### config.mk
export PLATFORM = sky130hd
export DESIGN_NAME = midi_rx_note
export DESIGN_NICKNAME = d
export VERILOG_FILES = /design/src/rtl/midi_rx_note.sv
export SDC_FILE = /design/constraint.sdc
export NUM_CORES = 1
export LEC_CHECK = 0
export ABC_AREA = 0
export BUFFER_PORTS_ARGS = -buffer_cell sky130_fd_sc_hd__buf_2
export CORE_MARGIN = 8
export CORE_UTILIZATION = 23
export DETAILED_ROUTE_END_ITERATION = 10
export HOLD_SLACK_MARGIN = 0.02
export PLACE_DENSITY = 0.46
export SYNTH_ARGS = -nofsm -noshare
export SYNTH_HDL_FRONTEND = slang
export SYNTH_SLANG_ARGS = --single-unit
### constraint.sdc
create_clock -name aclk -period 2.3 [get_ports aclk]
set_input_delay 0.115 -clock aclk [delete_from_list [all_inputs] [get_ports aclk]]
set_output_delay 0.115 -clock aclk [all_outputs]
set_load 0.1 [all_outputs]
### src/rtl/midi_rx_note.sv
// ---------------------------------------------------------------------------
// midi_rx_note
//
// Receives a MIDI serial stream (UART 8N1) and turns Note On / Note Off
// messages into a monophonic note number for the tone generator.
//
// Parameters
//   CLK_FREQ : aclk frequency in Hz
//   BAUD     : serial bit rate; DIV = CLK_FREQ/BAUD clocks per bit (>= 4)
//   CHANNEL  : MIDI channel accepted when omni mode is compiled out
//
// Ports
//   aclk          : system clock
//   areset        : asynchronous active-high reset
//   i_rx          : raw MIDI serial line, idle high, asynchronous to aclk
//   o_note_select : held note number (1..127), 0 when nothing is held
//   o_gate        : high while a note is held
//   o_velocity    : velocity of the last accepted Note On
//   o_note_strobe : one-cycle pulse whenever o_note_select changes
//   o_frame_err   : one-cycle pulse when a stop bit samples low
//
// Build option
//   MIDI_RX_OMNI_EN : when defined, all 16 channels are accepted and
//                     CHANNEL is ignored.
// ---------------------------------------------------------------------------
module midi_rx_note #(
  parameter int         CLK_FREQ = 50000000,
  parameter int         BAUD     = 31250,
  parameter logic [3:0] CHANNEL  = 4'd0
) (
  input  logic       aclk,
  input  logic       areset,
  input  logic       i_rx,
  output logic [7:0] o_note_select,
  output logic       o_gate,
  output logic [6:0] o_velocity,
  output logic       o_note_strobe,
  output logic       o_frame_err
);

  localparam int DIV = CLK_FREQ / BAUD;
  localparam int CW  = $clog2(DIV + 1);

  localparam logic [CW-1:0] DIV_C  = CW'(DIV);
  localparam logic [CW-1:0] HALF_C = CW'(DIV / 2);
  localparam logic [CW-1:0] ONE_C  = CW'(1);
  localparam logic [CW-1:0] ZERO_C = '0;

  typedef enum logic [1:0] {U_IDLE, U_START, U_DATA, U_STOP} uart_state_t;
  typedef enum logic [1:0] {S_STATUS, S_NOTE, S_VEL} parse_state_t;

  // Synchroniser
  logic rx_meta_q;
  logic rx_sync_q;

  // UART receiver
  uart_state_t   uart_state_q, uart_state_d;
  logic [CW-1:0] cnt_q, cnt_d;
  logic [2:0]    bit_cnt_q, bit_cnt_d;
  logic [7:0]    shift_q, shift_d;
  logic          armed_q, armed_d;
  logic          byte_valid_q, byte_valid_d;
  logic          frame_err_q, frame_err_d;
  logic          cnt_expired;

  // Parser
  parse_state_t  parse_state_q, parse_state_d;
  logic [3:0]    run_type_q, run_type_d;
  logic          run_valid_q, run_valid_d;
  logic [6:0]    note_tmp_q, note_tmp_d;
  logic [7:0]    note_q, note_d;
  logic          gate_q, gate_d;
  logic [6:0]    vel_q, vel_d;
  logic          strobe_q, strobe_d;

  // Byte decode
  logic [7:0]    rx_byte;
  logic          is_system;
  logic          is_status;
  logic          is_data;
  logic          chan_ok;
  logic          status_ok;

  // ------------------------------------------------------------------
  // Two-flop synchroniser for the asynchronous serial line. Both flops
  // reset to the idle (high) level so reset never looks like a start bit.
  // ------------------------------------------------------------------
  always_ff @(posedge aclk or posedge areset) begin
    if (areset) begin
      rx_meta_q <= 1'b1;
      rx_sync_q <= 1'b1;
    end else begin
      rx_meta_q <= i_rx;
      rx_sync_q <= rx_meta_q;
    end
  end

  // The bit counter expires on the cycle it holds 1; the sample is taken
  // on that cycle and the counter is reloaded for the next bit.
  assign cnt_expired = (cnt_q <= ONE_C);

  // ------------------------------------------------------------------
  // UART state register and datapath flops.
  // ------------------------------------------------------------------
  always_ff @(posedge aclk or posedge areset) begin
    if (areset) begin
      uart_state_q <= U_IDLE;
      cnt_q        <= ZERO_C;
      bit_cnt_q    <= 3'd0;
      shift_q      <= 8'd0;
      armed_q      <= 1'b0;
      byte_valid_q <= 1'b0;
      frame_err_q  <= 1'b0;
    end else begin
      uart_state_q <= uart_state_d;
      cnt_q        <= cnt_d;
      bit_cnt_q    <= bit_cnt_d;
      shift_q      <= shift_d;
      armed_q      <= armed_d;
      byte_valid_q <= byte_valid_d;
      frame_err_q  <= frame_err_d;
    end
  end

  // ------------------------------------------------------------------
  // UART next-state logic. A start is only taken once the receiver is
  // armed, so a line that is low when reset is released (we were
  // interrupted mid-byte) cannot be mistaken for a start bit.
  // ------------------------------------------------------------------
  always_comb begin
    uart_state_d = uart_state_q;
    case (uart_state_q)
      U_IDLE: begin
        if (armed_q && !rx_sync_q) begin
          uart_state_d = U_START;
        end
      end
      U_START: begin
        if (cnt_expired) begin
          uart_state_d = rx_sync_q ? U_IDLE : U_DATA;
        end
      end
      U_DATA: begin
        if (cnt_expired && (bit_cnt_q == 3'd7)) begin
          uart_state_d = U_STOP;
        end
      end
      U_STOP: begin
        if (cnt_expired) begin
          uart_state_d = U_IDLE;
        end
      end
      default: uart_state_d = U_IDLE;
    endcase
  end

  // ------------------------------------------------------------------
  // UART datapath / outputs. While not yet armed, the idle state reuses
  // the bit counter to require one full bit time of continuous idle
  // before the first start bit after reset is accepted.
  // ------------------------------------------------------------------
  always_comb begin
    cnt_d        = cnt_q;
    bit_cnt_d    = bit_cnt_q;
    shift_d      = shift_q;
    armed_d      = armed_q;
    byte_valid_d = 1'b0;
    frame_err_d  = 1'b0;
    case (uart_state_q)
      U_IDLE: begin
        if (!armed_q) begin
          if (rx_sync_q) begin
            if (cnt_q >= (DIV_C - ONE_C)) begin
              armed_d = 1'b1;
              cnt_d   = ZERO_C;
            end else begin
              cnt_d = cnt_q + ONE_C;
            end
          end else begin
            cnt_d = ZERO_C;
          end
        end else if (!rx_sync_q) begin
          cnt_d = HALF_C;
        end
      end
      U_START: begin
        if (cnt_expired) begin
          cnt_d     = DIV_C;
          bit_cnt_d = 3'd0;
        end else begin
          cnt_d = cnt_q - ONE_C;
        end
      end
      U_DATA: begin
        if (cnt_expired) begin
          shift_d   = {rx_sync_q, shift_q[7:1]};
          bit_cnt_d = bit_cnt_q + 3'd1;
          cnt_d     = DIV_C;
        end else begin
          cnt_d = cnt_q - ONE_C;
        end
      end
      U_STOP: begin
        if (cnt_expired) begin
          cnt_d = ZERO_C;
          if (rx_sync_q) begin
            byte_valid_d = 1'b1;
          end else begin
            frame_err_d = 1'b1;
          end
        end else begin
          cnt_d = cnt_q - ONE_C;
        end
      end
      default: begin
        cnt_d = ZERO_C;
      end
    endcase
  end

  // The shift register is stable for many cycles after the stop bit, so
  // the parser reads the received byte straight from it.
  assign rx_byte = shift_q;

  // ------------------------------------------------------------------
  // Byte classification. Real-time bytes (F8-FF) match none of these
  // and therefore leave the parser untouched.
  // ------------------------------------------------------------------
  always_comb begin
    is_system = byte_valid_q && (rx_byte[7:3] == 5'b11110);
    is_status = byte_valid_q && rx_byte[7] && (rx_byte[7:4] != 4'hF);
    is_data   = byte_valid_q && !rx_byte[7];
`ifdef MIDI_RX_OMNI_EN
    chan_ok   = 1'b1;
`else
    chan_ok   = (rx_byte[3:0] == CHANNEL);
`endif
    status_ok = ((rx_byte[7:4] == 4'h8) || (rx_byte[7:4] == 4'h9)) && chan_ok;
  end

  // ------------------------------------------------------------------
  // Parser state register and stored message / output registers.
  // ------------------------------------------------------------------
  always_ff @(posedge aclk or posedge areset) begin
    if (areset) begin
      parse_state_q <= S_STATUS;
      run_type_q    <= 4'd0;
      run_valid_q   <= 1'b0;
      note_tmp_q    <= 7'd0;
      note_q        <= 8'd0;
      gate_q        <= 1'b0;
      vel_q         <= 7'd0;
      strobe_q      <= 1'b0;
    end else begin
      parse_state_q <= parse_state_d;
      run_type_q    <= run_type_d;
      run_valid_q   <= run_valid_d;
      note_tmp_q    <= note_tmp_d;
      note_q        <= note_d;
      gate_q        <= gate_d;
      vel_q         <= vel_d;
      strobe_q      <= strobe_d;
    end
  end

  // ------------------------------------------------------------------
  // Parser next-state logic. Any status byte restarts message assembly,
  // which is what aborts a partial message.
  // ------------------------------------------------------------------
  always_comb begin
    parse_state_d = parse_state_q;
    if (is_system) begin
      parse_state_d = S_STATUS;
    end else if (is_status) begin
      parse_state_d = status_ok ? S_NOTE : S_STATUS;
    end else if (is_data) begin
      case (parse_state_q)
        S_STATUS: begin
          if (run_valid_q) begin
            parse_state_d = S_VEL;
          end
        end
        S_NOTE:  parse_state_d = S_VEL;
        S_VEL:   parse_state_d = S_STATUS;
        default: parse_state_d = S_STATUS;
      endcase
    end
  end

  // ------------------------------------------------------------------
  // Parser outputs. A completed Note On with non-zero velocity always
  // takes over (last-note priority); a release only acts when it names
  // the note that is currently held. The strobe compares the next note
  // value with the current one so it lines up with the register update.
  // ------------------------------------------------------------------
  always_comb begin
    run_type_d  = run_type_q;
    run_valid_d = run_valid_q;
    note_tmp_d  = note_tmp_q;
    note_d      = note_q;
    gate_d      = gate_q;
    vel_d       = vel_q;
    if (is_system) begin
      run_type_d  = 4'd0;
      run_valid_d = 1'b0;
    end else if (is_status) begin
      if (status_ok) begin
        run_type_d  = rx_byte[7:4];
        run_valid_d = 1'b1;
      end else begin
        run_type_d  = 4'd0;
        run_valid_d = 1'b0;
      end
    end else if (is_data) begin
      case (parse_state_q)
        S_STATUS: begin
          if (run_valid_q) begin
            note_tmp_d = rx_byte[6:0];
          end
        end
        S_NOTE: begin
          note_tmp_d = rx_byte[6:0];
        end
        S_VEL: begin
          if ((run_type_q == 4'h9) && (rx_byte[6:0] != 7'd0)) begin
            note_d = {1'b0, note_tmp_q};
            gate_d = 1'b1;
            vel_d  = rx_byte[6:0];
          end else if ({1'b0, note_tmp_q} == note_q) begin
            note_d = 8'd0;
            gate_d = 1'b0;
          end
        end
        default: begin
          note_tmp_d = note_tmp_q;
        end
      endcase
    end
    strobe_d = (note_d != note_q);
  end

  assign o_note_select = note_q;
  assign o_gate        = gate_q;
  assign o_velocity    = vel_q;
  assign o_note_strobe = strobe_q;
  assign o_frame_err   = frame_err_q;

endmodule
==> results.sh, run 1 <==
export IMPL_status="complete, no violations"
export IMPL_n_fill_cell=1429
export IMPL_skew_ns=0.00594
export IMPL_detail_route_vias_per_cell=4.74
export IMPL_power_combinational_fraction=0.130
export IMPL_cts_num_sinks=60
export IMPL_highest_achievable_clock_rate_ghz=0.488
export IMPL_report_final_setup_viol=0
export IMPL_finalWirelength_um=7770
export IMPL_multi_input_logic_area_um2=1630
export IMPL_transition_time_of_the_tightest_slew_check_pin_ns=0.505
export IMPL_die_height_um=136
export IMPL_regToRegSetupSlack_ns=0.25
export IMPL_firstDrtPassIters=4
export IMPL_dp_final_hpwl_um=5630
export IMPL_r2r_end="o_note_strobe"
export IMPL_cts_repair_resize_count=0
export IMPL_report_final_slew_viol_count=0
export IMPL_clkSlewWorstSetupHoldPaths_ns=0.06
export IMPL_core_region_area_um2=13900
export IMPL_cts_buffer_depth=2
export IMPL_static_leakage_power_nw=1.82
export IMPL_final_seq_area_um2=1500
export IMPL_average_wire_per_cell_in_the_routed_design_um=14.8
export IMPL_worstPathRequired_ns=2.49
export IMPL_clkPwrFrac=0.468
export IMPL_switching_power_mw=0.752
export IMPL_timing_setup_critical_path_class="flop to flop"
export IMPL_crit_path_end_kind="flop"
export IMPL_grt_first_pass_wirelength_um=13000
export IMPL_critPathMaxFanout=24
export IMPL_r2r_start="run_type_q[1]"
export IMPL_synth_fp_nets=322
export IMPL_ys_top_cells_by_count="dfrtp_1, nand2_1, o21ai_0"
export IMPL_maxSlewHeadroom=0.666
export IMPL_design_die_area_um2=18400
export IMPL_cellPowerDensity_nw_per_um2=718
export IMPL_worst_endpoint_arrival_ns=2.24
export IMPL_setup_ws_ns=0.251
export IMPL_tritoncts_num_buffers=9
export IMPL_power_switching_share=0.266
export IMPL_route_detailed_drc=0
export IMPL_internal_power_mw=2.07
export IMPL_synthToLayoutAreaGrowth_pct=19.3
export IMPL_syn_area_um2=3300
export IMPL_p_seq_frac=0.402
export IMPL_synth_top_cells_by_area="dfrtp_1, mux2_2, ha_1"
export IMPL_synthesis_yosys_warnings=0
export IMPL_post_route_period_util=0.891
export IMPL_crit_path_start_kind="flop"
export IMPL_dp_slack_ns=0.241
export IMPL_hold_viol_final=0
export IMPL_ioPinCount=21
export IMPL_drive_above_1_share=0.259
export IMPL_initial_core_util=0.237
export IMPL_first_iter_violations=118
export IMPL_grt_max_degree=25
export IMPL_chipWidth_um=136
export IMPL_synth_top_cell_area_share=0.440
export IMPL_detailroute_via_count=2484
export IMPL_netlist_instances=310
export IMPL_yosysTopAreaCell="dfrtp_1"
export IMPL_globalplace_congestion=0.778
export IMPL_antenna_diodes=0
export IMPL_grt_overflow_total=0
export IMPL_via_count_of_the_first_global_routing_pass=2467
export IMPL_clock_latency_ns=0.33
export IMPL_initial_antenna_violation_count=0
export IMPL_max_cap_violations=0
export IMPL_synth_flop_cell="dfrtp_1"
export IMPL_cts_root_buffer="clkbuf_16"
export IMPL_antenna_violating_nets_post_route=0
export IMPL_syn_area_per_cell_um2=10.6
export IMPL_tritoncts="yes"
export IMPL_grtUsageTotal=0.0881
export IMPL_setup_total_negative_slack_ns=0
export IMPL_synth_lib_cells_used_distinct=71
export IMPL_num_nets_final=351
export IMPL_most_instantiated_library_cell_after_synthesis="dfrtp_1"
export IMPL_numPortBuffers=20
export IMPL_final_min_clock_period_ns=2.05
export IMPL_synth_ff_latch_count=60
export IMPL_ir_worst_vdd_v=0.000274
export IMPL_synth_enable_flop_cells=0
export IMPL_ff2ff_path_depth=5
export IMPL_h_tree_depth=3
export IMPL_rsz0062_at_grt="false"
export IMPL_seq_area_frac_synth=0.456
export IMPL_std_cell_rows=43
export IMPL_hold_class="input pin to async pin"
export IMPL_postSynth_asyncResetShare=1.00
sequential cells by signal, indices dropped and copies added, names as in the netlist, 2 cells and up, named ones only:
register / count
bit_cnt_q: 3
note_tmp_q: 7
run_type_q: 4
parse_state_q: 2
rx_byte: 8
cnt_q: 11
o_note_select: 8
o_velocity: 7
critical path, stage by stage, from the launching register on:
cell and delay, ns:
dfrtp_1 0.37, nor4bb_1 0.45, o211a_4 0.45, a21boi_0 0.14
a2111oi_0 0.38, a31oi_1 0.12
timing repair:
action                    in CTS  in global routing
hold endpoints to repair      21                  0
setup buffers                  0                  0
hold buffers                   2                  0
per-layer routing:
layer  track usage  routed length (um)
met5             0                   0
met3        0.0267                 372
met1         0.114                3780
met4        0.0290                  89
met2         0.137                3520
how the worst max path moves through the flow:
| stage | start | endpoint | slack [ns] | cells after the start |
|---|---|---|---|---|
| 3_5_place_dp | run_type_q[1] | o_note_strobe | 0.24 | 5 |
| 4_1_cts | run_type_q[1] | o_note_strobe | 0.23 | 5 |
| 3_3_place_gp | run_type_q[1] | o_note_strobe | 0.32 | 5 |
| 6_report | run_type_q[1] | o_note_strobe | 0.25 | 5 |
| 5_1_grt | run_type_q[1] | o_note_strobe | 0.06 | 5 |
| 2_1_floorplan | o_note_select[1] | o_note_strobe | 0.16 | 5 |
metrics by stage:
step / instance area [um^2] / utilization / hold slack [ns] / total power, mW / cells
after floorplan: 3300 / - / 0.119 / 1.44 / 310
after global placement: 3620 / 0.260 / 0.179 / 1.51 / 506
after detailed placement: 3620 / 0.260 / 0.182 / 1.52 / 506
after CTS: 3940 / 0.282 / 0.361 / 2.87 / 524
after global routing: 3940 / 0.282 / 0.365 / 2.97 / 524
final: 3940 / 0.282 / 0.356 / 2.83 / 524
layout make-up:
type,instances,share of cell area
Tap cell,180,0.0572
Clock inverter,6,0.0165
Sequential cell,60,0.382
Inverter,13,0.0124
Timing Repair Buffer,37,0.0591
Multi-Input combinational cell,218,0.414
Clock buffer,10,0.0582
cell families (layout without fill, tap and decap cells):
kind of cell	after synthesis	in the layout	synth area share
DFF	60	60	0.456
muxes	18	18	0.0694
adders and majority gates	9	9	0.0341
and+or+nand+nor	98	98	0.175
buffers and inverters	32	66	0.0501
xor gates and xnor gates	6	6	0.0159
AOI/OAI and AO/OA	87	87	0.199
power groups by stage:
stage	Combinational (mW)	Sequential, mW	Clock, mW
6_report	0.367	1.13	1.32
5_1_grt	0.417	1.14	1.41
4_1_cts	0.372	1.13	1.36
3_5_place_dp	0.368	1.15	0
3_3_place_gp	0.364	1.15	0
2_1_floorplan	0.326	1.11	0
layout by cell type, fill, tap and decap left out, types with 3 or more instances in the layout:
cell type,instances
nor2_1,12
or3_1,3
a31oi_1,4
buf_2,20
a221oi_1,5
nor2b_1,5
and3_1,5
a21o_1,4
a22oi_1,3
nand3_1,11
inv_1,12
xnor2_1,5
ha_1,9
nand4_1,6
mux2_4,7
nand2_1,23
clkbuf_16,9
mux2_2,11
a22o_1,8
dfrtp_1,58
o22ai_1,4
a21boi_0,3
nor3_1,6
o21a_1,4
buf_4,15
a21oi_1,8
o21ai_0,14
nand2b_1,9
a32o_1,3
Note: power is estimated with default switching activity, not from simulation.
==> run 2: changes to the inputs <==
==> constraint.sdc (replaced) <==
create_clock -name aclk -period 2.4 [get_ports aclk]
set_input_delay 0.12 -clock aclk [delete_from_list [all_inputs] [get_ports aclk]]
set_output_delay 0.12 -clock aclk [all_outputs]
set_load 0.1 [all_outputs]
==> results.sh, run 2 (synthesis gave the netlist of run 1 again) <==
export IMPL_dp_final_hpwl_um=5680
export IMPL_highest_achievable_clock_rate_ghz=0.483
export IMPL_worst_path_max_delay_cell="dfrtp_1"
export IMPL_post_route_period_util=0.863
export IMPL_grt_first_pass_wirelength_um=13200
export IMPL_transition_time_of_the_tightest_slew_check_pin_ns=0.584
export IMPL_route_detailed_drc=0
export IMPL_numPortBuffers=20
export IMPL_cts_num_sinks=60
export IMPL_worst_endpoint_arrival_ns=2.33
export IMPL_skew_ns=0.0109
export IMPL_grt_max_degree=27
export IMPL_cpMostUsedCell="a21oi_1"
export IMPL_firstDrtPassIters=4
export IMPL_multi_input_logic_area_um2=1630
export IMPL_num_nets_final=350
export IMPL_cellPowerDensity_nw_per_um2=696
export IMPL_crit_path_end_kind="flop"
export IMPL_detail_route_vias_per_cell=4.80
export IMPL_h_tree_depth=3
export IMPL_initial_antenna_violation_count=0
export IMPL_report_final_slew_viol_count=0
export IMPL_die_height_um=136
export IMPL_worstPathRequired_ns=2.66
export IMPL_largest_register_ffs=11
export IMPL_ir_worst_vdd_v=0.000301
export IMPL_grt_overflow_total=0
export IMPL_clkSlewWorstSetupHoldPaths_ns=0.06
export IMPL_rsz0062_at_grt="false"
export IMPL_globalplace_congestion=0.793
export IMPL_drive_above_1_share=0.257
export IMPL_max_cap_violations=0
export IMPL_synthToLayoutAreaGrowth_pct=19.0
export IMPL_final_common_cell="dfrtp_1"
export IMPL_via_count_of_the_first_global_routing_pass=2539
export IMPL_core_region_area_um2=13900
export IMPL_average_wire_per_cell_in_the_routed_design_um=15.2
export IMPL_timing_setup_critical_path_class="flop to flop"
export IMPL_finalWirelength_um=7940
export IMPL_worst_setup_path_startpoint="cnt_q[0]"
export IMPL_n_fill_cell=1450
export IMPL_crit_path_start_kind="flop"
export IMPL_hold_viol_final=0
export IMPL_worstHoldStart="rx_meta_q"
export IMPL_status="complete, no violations"
export IMPL_chipWidth_um=136
export IMPL_antenna_violating_nets_post_route=0
export IMPL_crit_chain="ha_1 -> a21oi_1 -> o21ai_2 -> a311oi_2 -> buf_4 -> nand4_1 -> a21oi_1"
export IMPL_r2r_start="cnt_q[0]"
export IMPL_static_leakage_power_nw=1.81
export IMPL_detailroute_via_count=2508
export IMPL_tritoncts="yes"
export IMPL_clock_latency_ns=0.33
export IMPL_tritoncts_num_buffers=9
export IMPL_antenna_diodes=0
export IMPL_critPathMaxFanout=8
export IMPL_hold_class="flop to flop"
export IMPL_final_seq_area_um2=1500
export IMPL_report_final_setup_viol=0
export IMPL_registers_top_by_ff_count="cnt_q"
export IMPL_maxSlewHeadroom=0.610
export IMPL_setup_total_negative_slack_ns=0
export IMPL_cts_buffer_depth=2
export IMPL_layout_cells_most_common_list="dfrtp_1, nand2_1, buf_2"
export IMPL_design_die_area_um2=18400
export IMPL_grtUsageTotal=0.0897
export IMPL_std_cell_rows=43
export IMPL_initial_core_util=0.237
export IMPL_first_iter_violations=157
export IMPL_holdWs_ns=0.354
export IMPL_critical_path_max_stage_delay_ns=0.44
export IMPL_final_min_clock_period_ns=2.07
export IMPL_cts_root_buffer="clkbuf_16"
export IMPL_ioPinCount=21
## run 2: cell types whose count changed in the layout (fill, tap and decap cells not counted), sizes merged
| cell | change |
|---|---|
| inv | +1 |
| buf | -1 |
| clkinv | -2 |
| clkinvlp | +1 |
## run 2: layout make-up
type                            count  share of cell area
Inverter                           13              0.0124
Clock inverter                      6              0.0163
Sequential cell                    60               0.383
Clock buffer                       10              0.0583
Timing Repair Buffer               36              0.0574
Multi-Input combinational cell    218               0.415
Tap cell                          180              0.0574
## run 2: power breakdown
group | internal, mW | switching [mW]
combinational | 0.154 | 0.208
sequential | 1.03 | 0.0571
clock | 0.803 | 0.477
## run 2: repair_timing
item / 4_1_cts / 5_1_grt
hold buffers: 2 / 0
gates resized for setup: 0 / 0
endpoints found under the hold margin: 25 / 0
setup buffers: 0 / 0
## run 2: critical path: cells and delay by family (launching register included)
family | cells | cell delay [ns]
adder cells (fa/ha/maj) | 1 | 0.33
AND/OR/NAND/NOR | 1 | 0.10
buffers and inverters | 1 | 0.23
AO/OA/AOI/OAI | 4 | 0.89
flip-flops | 1 | 0.44
## run 2: path summary, 6_finish.rpt
kind	cells past startpoint	slack [ns]	end
max	7	0.33	cnt_q[4]
max reg2reg	7	0.33	cnt_q[4]
min reg2reg	0	0.35	rx_sync_q
min in group asynchronous	3	0.41	note_tmp_q[2]
max in group asynchronous	4	1.27	rx_meta_q
min	0	0.35	rx_sync_q
## run 2: through the flow
step	utilization	power (mW)	setup WS, ns	cell area (um^2)	instances
finish	0.282	2.73	0.330	3930	523
CTS	0.282	2.76	0.336	3930	523
floorplan	-	1.38	0.259	3300	310
detailed placement	0.259	1.47	0.357	3610	505
global route	0.282	2.85	0.176	3930	523
global placement	0.259	1.46	0.373	3610	505
## run 2: layer usage
metal | track usage | vias up | part of all wire
li1 | - | 1205 | -
met1 | 0.111 | 1250 | 0.47
met2 | 0.142 | 44 | 0.47
met3 | 0.0297 | 9 | 0.049
met4 | 0.0327 | 0 | 0.012
met5 | 0 | - | 0
==> run 3: changes to the inputs <==
--- a/config.mk
+++ b/config.mk
@@ -6,12 +6,12 @@
 export NUM_CORES = 1
 export LEC_CHECK = 0
 export ABC_AREA = 0
-export BUFFER_PORTS_ARGS = -buffer_cell sky130_fd_sc_hd__buf_2
 export CORE_MARGIN = 8
 export CORE_UTILIZATION = 23
 export DETAILED_ROUTE_END_ITERATION = 10
+export DONT_BUFFER_PORTS = 1
 export HOLD_SLACK_MARGIN = 0.02
-export PLACE_DENSITY = 0.46
+export PLACE_DENSITY = 0.45
 export SYNTH_ARGS = -nofsm -noshare
 export SYNTH_HDL_FRONTEND = slang
 export SYNTH_SLANG_ARGS = --single-unit
==> results.sh, run 3 (synthesis gave the netlist of run 1 again) <==
export IMPL_regToRegSetupSlack_ns=0.24
export IMPL_cts_root_buffer="clkbuf_16"
export IMPL_via_count_of_the_first_global_routing_pass=2441
export IMPL_skew_ns=0.0106
export IMPL_cts_num_sinks=60
export IMPL_hold_viol_final=0
export IMPL_core_region_area_um2=13900
export IMPL_grt_first_pass_wirelength_um=12900
export IMPL_highest_achievable_clock_rate_ghz=0.463
export IMPL_die_height_um=136
export IMPL_synthToLayoutAreaGrowth_pct=17.8
export IMPL_globalplace_congestion=0.820
export IMPL_critPathMaxFanout=11
export IMPL_clock_latency_ns=0.33
export IMPL_grt_max_degree=36
export IMPL_cts_repair_resize_count=0
export IMPL_critical_path_max_stage_delay_ns=0.53
export IMPL_holdWs_ns=0.343
export IMPL_final_seq_area_um2=1500
export IMPL_cts_hold_buffers=2
export IMPL_antenna_diodes=0
export IMPL_static_leakage_power_nw=1.74
export IMPL_worstPathRequired_ns=2.66
export IMPL_p_seq_frac=0.390
export IMPL_tritoncts_num_buffers=9
export IMPL_report_final_slew_viol_count=0
export IMPL_final_min_clock_period_ns=2.16
export IMPL_tritoncts="yes"
export IMPL_h_tree_depth=3
export IMPL_cellPowerDensity_nw_per_um2=721
export IMPL_power_switching_share=0.250
export IMPL_antenna_violating_nets_post_route=0
export IMPL_maxSlewHeadroom=0.382
export IMPL_crit_path_buffers_inverters=2
export IMPL_drive_above_1_share=0.215
export IMPL_initial_antenna_violation_count=0
export IMPL_multi_input_logic_area_um2=1630
export IMPL_route_detailed_drc=0
export IMPL_registers_top_by_ff_count="cnt_q"
export IMPL_post_placement_cell_count=488
export IMPL_worst_endpoint_arrival_ns=2.42
export IMPL_clkPwrFrac=0.491
export IMPL_cts_setup_buffers=0
export IMPL_max_cap_violations=0
export IMPL_ioPinCount=21
export IMPL_post_layout_nonfiller_instances=506
export IMPL_finalWirelength_um=7530
export IMPL_firstDrtPassIters=4
export IMPL_grt_overflow_total=0
export IMPL_report_final_setup_viol=0
export IMPL_worst_path_max_delay_cell="dfrtp_1"
export IMPL_hold_class="input pin to flop"
export IMPL_ir_worst_vdd_v=0.000463
export IMPL_clkSlewWorstSetupHoldPaths_ns=0.05
export IMPL_numPortBuffers=0
export IMPL_design_die_area_um2=18400
export IMPL_final_common_cell="dfrtp_1"
export IMPL_crit_path_start_kind="flop"
export IMPL_first_iter_violations=209
export IMPL_dp_final_hpwl_um=5320
export IMPL_transition_time_of_the_tightest_slew_check_pin_ns=0.927
export IMPL_grtUsageTotal=0.0877
export IMPL_cp_top_family="compound AO/OA/AOI/OAI gates"
export IMPL_post_place_cell_area_um2=3550
export IMPL_chipWidth_um=136
export IMPL_n_fill_cell=1459
export IMPL_setup_total_negative_slack_ns=0
export IMPL_status="complete, no violations"
export IMPL_switching_power_mw=0.699
export IMPL_post_route_period_util=0.900
export IMPL_initial_core_util=0.237
export IMPL_final_cell_area_um2=3890
export IMPL_power_combinational_fraction=0.119
export IMPL_timing_setup_critical_path_class="flop to flop"
export IMPL_std_cell_rows=43
export IMPL_dp_slack_ns=0.282
export IMPL_crit_path_end_kind="flop"
export IMPL_cts_buffer_depth=2
export IMPL_rsz0062_at_grt="false"
export IMPL_internal_power_mw=2.10
export IMPL_detail_route_vias_per_cell=4.85
export IMPL_average_wire_per_cell_in_the_routed_design_um=14.9
export IMPL_layout_cells_most_common_list="dfrtp_1, nand2_1, buf_4"
export IMPL_largest_register_ffs=11
export IMPL_detailroute_via_count=2456
export IMPL_setup_ws_ns=0.240
export IMPL_crit_chain="inv_1 -> ha_1 -> o21bai_2 -> a41oi_1 -> buf_4 -> nand2_1 -> o211ai_1 -> o21a_1"
export IMPL_num_nets_final=333
==> run 3: layer usage <==
metal  up-vias  GRT usage  routed length [um]
li1       1175          -                   -
met1      1217      0.112                3600
met2        51      0.134                3450
met3        13     0.0260                 358
met4         0     0.0376                 118
met5         -          0                   0
==> run 3: per-stage QoR <==
step,util,power (mW)
3_5_place_dp,0.255,1.44
6_report,0.279,2.80
4_1_cts,0.279,2.84
5_1_grt,0.279,2.93
2_1_floorplan,-,1.38
3_3_place_gp,0.255,1.44
==> run 3: worst paths after layout <==
path                       startpoint             to  depth (start not counted)
setup / recovery             cnt_q[1]       cnt_q[8]                          8
hold / removal                   i_rx      rx_meta_q                          1
max in group asynchronous      areset      rx_sync_q                          3
setup reg to reg             cnt_q[1]       cnt_q[8]                          8
hold reg to reg             rx_meta_q      rx_sync_q                          0
min in group asynchronous      areset  o_velocity[4]                          2
==> run 3: power groups by stage <==
| stage | Clock (mW) | Sequential, mW | Combinational (mW) |
|---|---|---|---|
| final | 1.38 | 1.09 | 0.334 |
| after global routing | 1.46 | 1.10 | 0.368 |
| after CTS | 1.42 | 1.09 | 0.335 |
| after detailed placement | 0 | 1.11 | 0.333 |
| after global placement | 0 | 1.11 | 0.328 |
| after floorplan | 0 | 1.07 | 0.313 |
==> run 3: worst register-to-register path, stage by stage, from the launching register on <==
cell,delay (ns)
dfrtp_1,0.53
inv_1,0.14
ha_1,0.21
o21bai_2,0.26
a41oi_1,0.43
buf_4,0.19
nand2_1,0.04
o211ai_1,0.17
o21a_1,0.13
==> run 3: layout make-up <==
class                      instances  area share
clock buffer                      12      0.0634
clock inverter                     4      0.0187
inverter                          13      0.0126
multi-input combinational        218       0.419
sequential                        60       0.387
tap                              180      0.0579
timing repair buffer              19      0.0412
